**src/rtl/quad_pkg.sv**
```systemverilog
// Shared types and helpers for the quadrature encoder emulator.
// The phase-to-pin Gray mapping lives here so that every user agrees on the sequence.
package quad_pkg;

    typedef logic [1:0] phase_t;

    typedef enum logic {
        IDLE = 1'b0,
        RUN  = 1'b1
    } state_t;

    localparam int EDGES_PER_STEP = 4;

    // Phase 0..3 -> {a,b} = 00, 10, 11, 01, so neighbouring phases differ in one pin only.
    function automatic logic [1:0] phase2ab(input phase_t ph);
        logic [1:0] ab;
        case (ph)
            2'd0:    ab = 2'b00;
            2'd1:    ab = 2'b10;
            2'd2:    ab = 2'b11;
            2'd3:    ab = 2'b01;
            default: ab = 2'b00;
        endcase
        return ab;
    endfunction

endpackage

```
**src/rtl/quad_gen_step_backlog.sv**
```systemverilog
// Saturating signed step backlog: +1 per cw, -1 per ccw, one step toward zero per consume.
// Requests that would pass the saturation limit are dropped and flagged with a one-cycle ovf.
module step_backlog #(
    parameter int PEND_W = 8
) (
    input  logic clk,
    input  logic rst_n,
    input  logic i_inc,
    input  logic i_dec,
    input  logic i_consume,
    output logic o_nonzero,
    output logic o_sign,
    output logic o_nz_nxt,
    output logic o_ovf
);

    localparam logic [PEND_W-1:0] ONE     = PEND_W'(1);
    localparam logic [PEND_W-1:0] POS_MAX = {1'b0, {(PEND_W-1){1'b1}}};
    localparam logic [PEND_W-1:0] NEG_MAX = ~POS_MAX + ONE;

    logic [PEND_W-1:0] r_count;
    logic              r_ovf;
    logic [PEND_W-1:0] w_base;
    logic [PEND_W-1:0] w_next;
    logic              w_ovf;

    // Consumption is applied first so a request arriving on a step-start edge sees the freed slot.
    always_comb begin
        w_base = r_count;
        if (i_consume && (r_count != PEND_W'(0))) begin
            if (r_count[PEND_W-1]) begin
                w_base = r_count + ONE;
            end else begin
                w_base = r_count - ONE;
            end
        end else begin
            w_base = r_count;
        end

        w_next = w_base;
        w_ovf  = 1'b0;
        if (i_inc && !i_dec) begin
            if (w_base == POS_MAX) begin
                w_ovf = 1'b1;
            end else begin
                w_next = w_base + ONE;
            end
        end else if (i_dec && !i_inc) begin
            if (w_base == NEG_MAX) begin
                w_ovf = 1'b1;
            end else begin
                w_next = w_base - ONE;
            end
        end else begin
            w_next = w_base;
        end
    end

    // Backlog and drop-flag registers.
    always_ff @(posedge clk or negedge rst_n) begin
        if (!rst_n) begin
            r_count <= PEND_W'(0);
            r_ovf   <= 1'b0;
        end else begin
            r_count <= w_next;
            r_ovf   <= w_ovf;
        end
    end

    assign o_nonzero = (r_count != PEND_W'(0));
    assign o_sign    = r_count[PEND_W-1];
    assign o_nz_nxt  = (w_next != PEND_W'(0));
    assign o_ovf     = r_ovf;

endmodule

```
**src/rtl/quad_gen.sv**
```systemverilog
// Quadrature encoder emulator: each queued cw/ccw step becomes one full A/B cycle
// of four edges, each edge spaced DWELL clocks, with back-to-back steps gap-free.
module quad_gen
    import quad_pkg::*;
#(
    parameter int DWELL  = 50000,
    parameter int PEND_W = 8
) (
    input  logic clk,
    input  logic reset_n,
    input  logic cw,
    input  logic ccw,
    output logic a,
    output logic b,
    output logic busy,
    output logic ovf
);

    localparam int            TW     = (DWELL > 1) ? $clog2(DWELL) : 1;
    localparam logic [TW-1:0] T_LOAD = TW'(DWELL - 1);
    localparam logic [TW-1:0] T_ZERO = TW'(0);
    localparam logic [TW-1:0] T_ONE  = TW'(1);

    state_t      r_state;
    phase_t      r_phase;
    logic [1:0]  r_ab;
    logic [TW-1:0] r_timer;
    logic [2:0]  r_edge_cnt;
    logic        r_dir;
    logic        r_busy;

    logic        w_nonzero;
    logic        w_sign;
    logic        w_nz_nxt;
    logic        w_ovf;
    logic        w_step_done;
    logic        w_start;
    logic        w_step_dir;
    phase_t      w_phase_step;

    step_backlog #(
        .PEND_W(PEND_W)
    ) u_backlog (
        .clk       (clk),
        .rst_n     (reset_n),
        .i_inc     (cw),
        .i_dec     (ccw),
        .i_consume (w_start),
        .o_nonzero (w_nonzero),
        .o_sign    (w_sign),
        .o_nz_nxt  (w_nz_nxt),
        .o_ovf     (w_ovf)
    );

    // A new step starts from IDLE, or on the last dwell of a step when more work is queued.
    always_comb begin
        w_step_done  = (r_state == RUN) && (r_timer == T_ZERO) && (r_edge_cnt == 3'd1);
        w_start      = w_nonzero && ((r_state == IDLE) || w_step_done);
        w_step_dir   = w_start ? w_sign : r_dir;
        w_phase_step = w_step_dir ? (r_phase - 2'd1) : (r_phase + 2'd1);
    end

    // Step sequencer: direction latch, edge pacing, phase and registered a/b/busy.
    always_ff @(posedge clk or negedge reset_n) begin
        if (!reset_n) begin
            r_state    <= IDLE;
            r_phase    <= 2'd0;
            r_ab       <= 2'b00;
            r_timer    <= T_ZERO;
            r_edge_cnt <= 3'd0;
            r_dir      <= 1'b0;
            r_busy     <= 1'b0;
        end else begin
            if (w_start) begin
                r_state    <= RUN;
                r_dir      <= w_sign;
                r_phase    <= w_phase_step;
                r_ab       <= phase2ab(w_phase_step);
                r_timer    <= T_LOAD;
                r_edge_cnt <= 3'(EDGES_PER_STEP);
                r_busy     <= 1'b1;
            end else if (r_state == RUN) begin
                if (r_timer != T_ZERO) begin
                    r_timer <= r_timer - T_ONE;
                    r_busy  <= 1'b1;
                end else if (r_edge_cnt != 3'd1) begin
                    r_phase    <= w_phase_step;
                    r_ab       <= phase2ab(w_phase_step);
                    r_edge_cnt <= r_edge_cnt - 3'd1;
                    r_timer    <= T_LOAD;
                    r_busy     <= 1'b1;
                end else begin
                    r_state <= IDLE;
                    r_busy  <= w_nz_nxt;
                end
            end else begin
                r_state <= IDLE;
                r_busy  <= w_nz_nxt;
            end
        end
    end

    assign a    = r_ab[1];
    assign b    = r_ab[0];
    assign busy = r_busy;
    assign ovf  = w_ovf;

endmodule

```
**config.mk**
```make
export PLATFORM = sky130hd
export DESIGN_NAME = quad_gen
export DESIGN_NICKNAME = d
export VERILOG_FILES = /design/src/rtl/quad_pkg.sv /design/src/rtl/quad_gen_step_backlog.sv /design/src/rtl/quad_gen.sv
export SDC_FILE = /design/constraint.sdc
export NUM_CORES = 1
export LEC_CHECK = 0
export ABC_CLOCK_PERIOD_IN_PS = 4350
export BUFFER_PORTS_ARGS = -buffer_cell sky130_fd_sc_hd__buf_2
export CAP_MARGIN = 20
export CORE_MARGIN = 5
export CORE_UTILIZATION = 40
export DETAILED_ROUTE_END_ITERATION = 10
export GPL_ROUTABILITY_DRIVEN = 0
export GPL_TIMING_DRIVEN = 1
export SLEW_MARGIN = 30
export SYNTH_ARGS = -nofsm -noshare
export SYNTH_HDL_FRONTEND = slang
export SYNTH_SLANG_ARGS = --single-unit
```
**constraint.sdc**
```tcl
create_clock -name clk -period 4.35 [get_ports clk]
set_clock_uncertainty 0.1 [all_clocks]
set_input_delay 0.435 -clock clk [delete_from_list [all_inputs] [get_ports clk]]
set_output_delay 0.435 -clock clk [all_outputs]
set_load 0.005 [all_outputs]
```
==> results summary <==
The run finished with clean final reports. The maximum VDD drop is between 0.00015 and 0.0002 V. The count of cells in the finished layout, fillers not included, comes to 410.

The post-route clock period utilization is 0.900. STA classifies the critical path endpoint as a flop. The most critical setup path has its endpoint at busy.

Among all flip-flop cells after synthesis, the most frequent one is sky130_fd_sc_hd__dfrtp_1. The worst setup path is of the reg -> reg kind. The total core area came out at 6680 sq um.

The slowest cell on the critical path is sky130_fd_sc_hd__dfrtp_1. The number of ports placed on the die boundary is 8. For this block, the initial DRC count from the detailed router was 297. The number of hold buffers added after CTS was 0.

The clock passes through at most 2 buffers. The delay of the slowest critical-path stage came out at approximately 0.41 ns. The post-cts repair resize count came out at 0.

Clock-pin slew was measured on the worst setup and hold paths at 0.08 ns. The worst register-to-register path begins at r_timer[0]. CTS built an H-tree with a depth of 2. The peak fanout along the critical path came out at 6.

The routed length on met3 is between 400 and 500 um. The data required time of the critical path came out at approximately 4.4 ns. In this run the worst setup path begins at r_timer[0]. The die footprint is around 8500 sq um. Summed over all layers, the global routing overflow is 0.

After synthesis the netlist holds a flip-flop and latch count of 35. The slack of the worst reg-to-reg path is 0.44 ns. The repair_antennas step left the layout with diodes totalling 0. The final-report max-slew violation count is 0.

Of the synthesized area, sequential elements account for 0.323. The number of cells in the design after placement came out at ~400. The worst relative slew slack is 0.447. The total power divided by cell area came out at 611 nW/um^2. In the synthesized netlist, the cells that appear most often are 39 x sky130_fd_sc_hd__nand2_1, 35 x sky130_fd_sc_hd__dfrtp_1, 23 x sky130_fd_sc_hd__nor2_1, 19 x sky130_fd_sc_hd__a21oi_1, 18 x sky130_fd_sc_hd__inv_1. The detailed-route vias per instance came out at around 6. Summed over all failing endpoints, the final setup total negative slack is 0 ns. The number of buffer and inverter stages on the critical path is 1. The via count of the first global-routing pass is roughly 2300.

The worst setup path is launched from a flop. The floorplan has 30 rows. Yosys mapped a number of flops with a built-in enable equal to 0. The share of flip-flops with an asynchronous set or reset after synthesis is 1.00. The actual slew at the worst max-slew pin came out at between 0.8 and 0.9 ns. The arrival time reported for the critical path endpoint is about 4.0 ns. Counting I/O delays and the setup requirement, the final critical path takes 3.91 ns. The area share of the leading cell type in the synthesized netlist is 0.323. The chip width came out at 92.3 um. The sum of routed wire segments on met1 came out at approximately 3.3 mm. The number of cell instances on the worst register-to-register path is 15.

The static leakage is about 0.0012 uW. The via total after detailed routing is about 2400. In this run the worst hold path is classified as in -> async.

The clock tree from TritonCTS is yes. The initial antenna violation count is 0. The maximum clock frequency came out at approximately 0.26 GHz. The area growth from synthesis to layout is 8.50%. The largest net degree at the start of global routing came out at 36.

The HPWL after detailed placement came out at between 4 and 5 mm. The signal on the critical path passes through inv_1, ha_1, nor3b_4, nand3_4, o31ai_4, nand2_2, o21ai_1, ha_1, nor4b_1, nand4b_1, o21ai_1, nand2_1, a21boi_1, xnor2_1, nand4_1. The routed wire length on met2 is ~2.7 mm.

The die height came out at slightly above 90 um. The biggest area contributor in the post-synthesis netlist is sky130_fd_sc_hd__dfrtp_1. The synthesized instance count is 319. The number of input and output port buffers inserted came out at 7. The total setup violations reported at the end of the flow is 0. Synthesis instantiated between 60 and 70 different standard cells from the library.

Setup repair after global routing left no endpoint under its margin. The total length of routed wires came out at around 6.6 mm. The number of CTS-inserted buffers came out at 5. For this run, design rule violations remaining after detail routing come to 0. Synthesis produced a netlist with a net count of 337. The routed length per placed instance came out at ~16 um.

The fraction of final layout cells with drive strength greater than 1 came out at 0.118. The clock net sink count is 35. The category of cells accounting for the largest share of critical-path delay is simple AND/OR/NAND/NOR gates.

The number of cells on the critical path is 15. The effective utilization at floorplan is 0.405. The synthesized area is between 2000 and 3000 sq um. The total count of hold-check failures in the final report is 0. Dividing the synthesized area by the synthesized cell count gives approximately 8.5 sq um. The first-pass iteration count of the detailed router is 5.

In this run the clock root is driven by a sky130_fd_sc_hd__clkbuf_8. The setup fix buffers added after clock tree synthesis came out at 0. The endpoint of the worst register-to-register path is busy. By instance count, the leading cell after synthesis is sky130_fd_sc_hd__nand2_1.

During synthesis, Yosys emitted a total of 0 warnings. For this run, the total global-route usage over all layers was measured as 0.168. The wire length of the first global-routing pass came out at between 10 and 15 mm. The final-stage net count came out at 347. Yosys attributes the largest share of cell area to sky130_fd_sc_hd__dfrtp_1 32%, sky130_fd_sc_hd__ha_1 6.0%, sky130_fd_sc_hd__nand2_1 5.4%. Across the run, the number of max-cap violations was 0. The insertion delay of the later-clocked pin in the worst-skew pair came out at 0.30 ns.

The detailed router used layers up to and including met4. The final antenna-violating net count came out at 0.
cells by family after synthesis:
kind of cell	Yosys count	share of synthesized area
xor+xnor	16	0.0517
fa+ha+maj	14	0.0674
mux	2	0.00739
compound gates	93	0.242
simple gates	132	0.262
buf+inv	27	0.0462
flops	35	0.323
placed cells by master, fill, tap and decap left out, types with 4 or more instances in the layout:
cell type,instances
sky130_fd_sc_hd__buf_2,7
sky130_fd_sc_hd__o21ai_0,13
sky130_fd_sc_hd__nand3_1,13
sky130_fd_sc_hd__o21ai_1,7
sky130_fd_sc_hd__o211ai_1,4
sky130_fd_sc_hd__nor2_1,23
sky130_fd_sc_hd__clkbuf_8,5
sky130_fd_sc_hd__nor3_1,12
sky130_fd_sc_hd__buf_4,5
sky130_fd_sc_hd__ha_1,13
sky130_fd_sc_hd__nor2b_1,4
sky130_fd_sc_hd__xnor2_1,13
sky130_fd_sc_hd__or3_1,4
sky130_fd_sc_hd__inv_1,18
sky130_fd_sc_hd__dfrtp_1,35
sky130_fd_sc_hd__o22ai_1,5
sky130_fd_sc_hd__a31oi_1,6
sky130_fd_sc_hd__nand4_1,4
sky130_fd_sc_hd__o31ai_1,6
sky130_fd_sc_hd__a21oi_2,4
sky130_fd_sc_hd__a21oi_1,19
sky130_fd_sc_hd__nand2_1,39
sky130_fd_sc_hd__nand2b_1,6
per-stage QoR:
stage	hold slack [ns]	area, sq um	util	setup slack (ns)	total power, uW
2_1_floorplan	0.0394	2710	-	0.787	1190
3_3_place_gp	0.364	2820	0.423	0.609	1450
3_5_place_dp	0.367	2820	0.423	0.494	1450
4_1_cts	0.153	2940	0.440	0.479	1780
5_1_grt	0.194	2940	0.440	0.105	1930
6_report	0.111	2940	0.440	0.435	1800
flip-flops by register name, indices dropped and copies added, names as in the netlist:
name and flops:
r_phase 2, r_dir 1, u_backlog.r_count 8, r_timer 16, busy 1, u_backlog.o_ovf 1, r_state 1, r_ab 2
r_edge_cnt 3
routing by layer:
layer / up-vias / track usage
li1: 1193 / -
met1: 1127 / 0.251
met2: 91 / 0.240
met3: 16 / 0.0292
met4: 0 / 0.0619
met5: - / 0
worst min path at each step:
stage	endpoint	slack, ns
CTS	r_timer[12]	0.15
global route	r_timer[12]	0.19
floorplan	busy	0.04
detailed placement	r_ab[1]	0.37
global placement	r_ab[1]	0.36
finish	r_timer[6]	0.11
where the power goes:
group	internal, uW	switching, uW	leakage, uW
Combinational	405	647	0.000772
Clock	173	141	0.0000548
Sequential	364	66.8	0.000390
Total	941	855	0.00122
area by class of cell:
type                    count  area (sq um)
clock buffers               5          68.8
clock inverters             3          46.3
fillers                   675          3740
inverters                  18          67.6
multi-input cells         257          1710
flip-flops and latches     35           876
well taps                  80           100
repair buffers             12          72.6
Note: power is estimated with default switching activity, not from simulation.
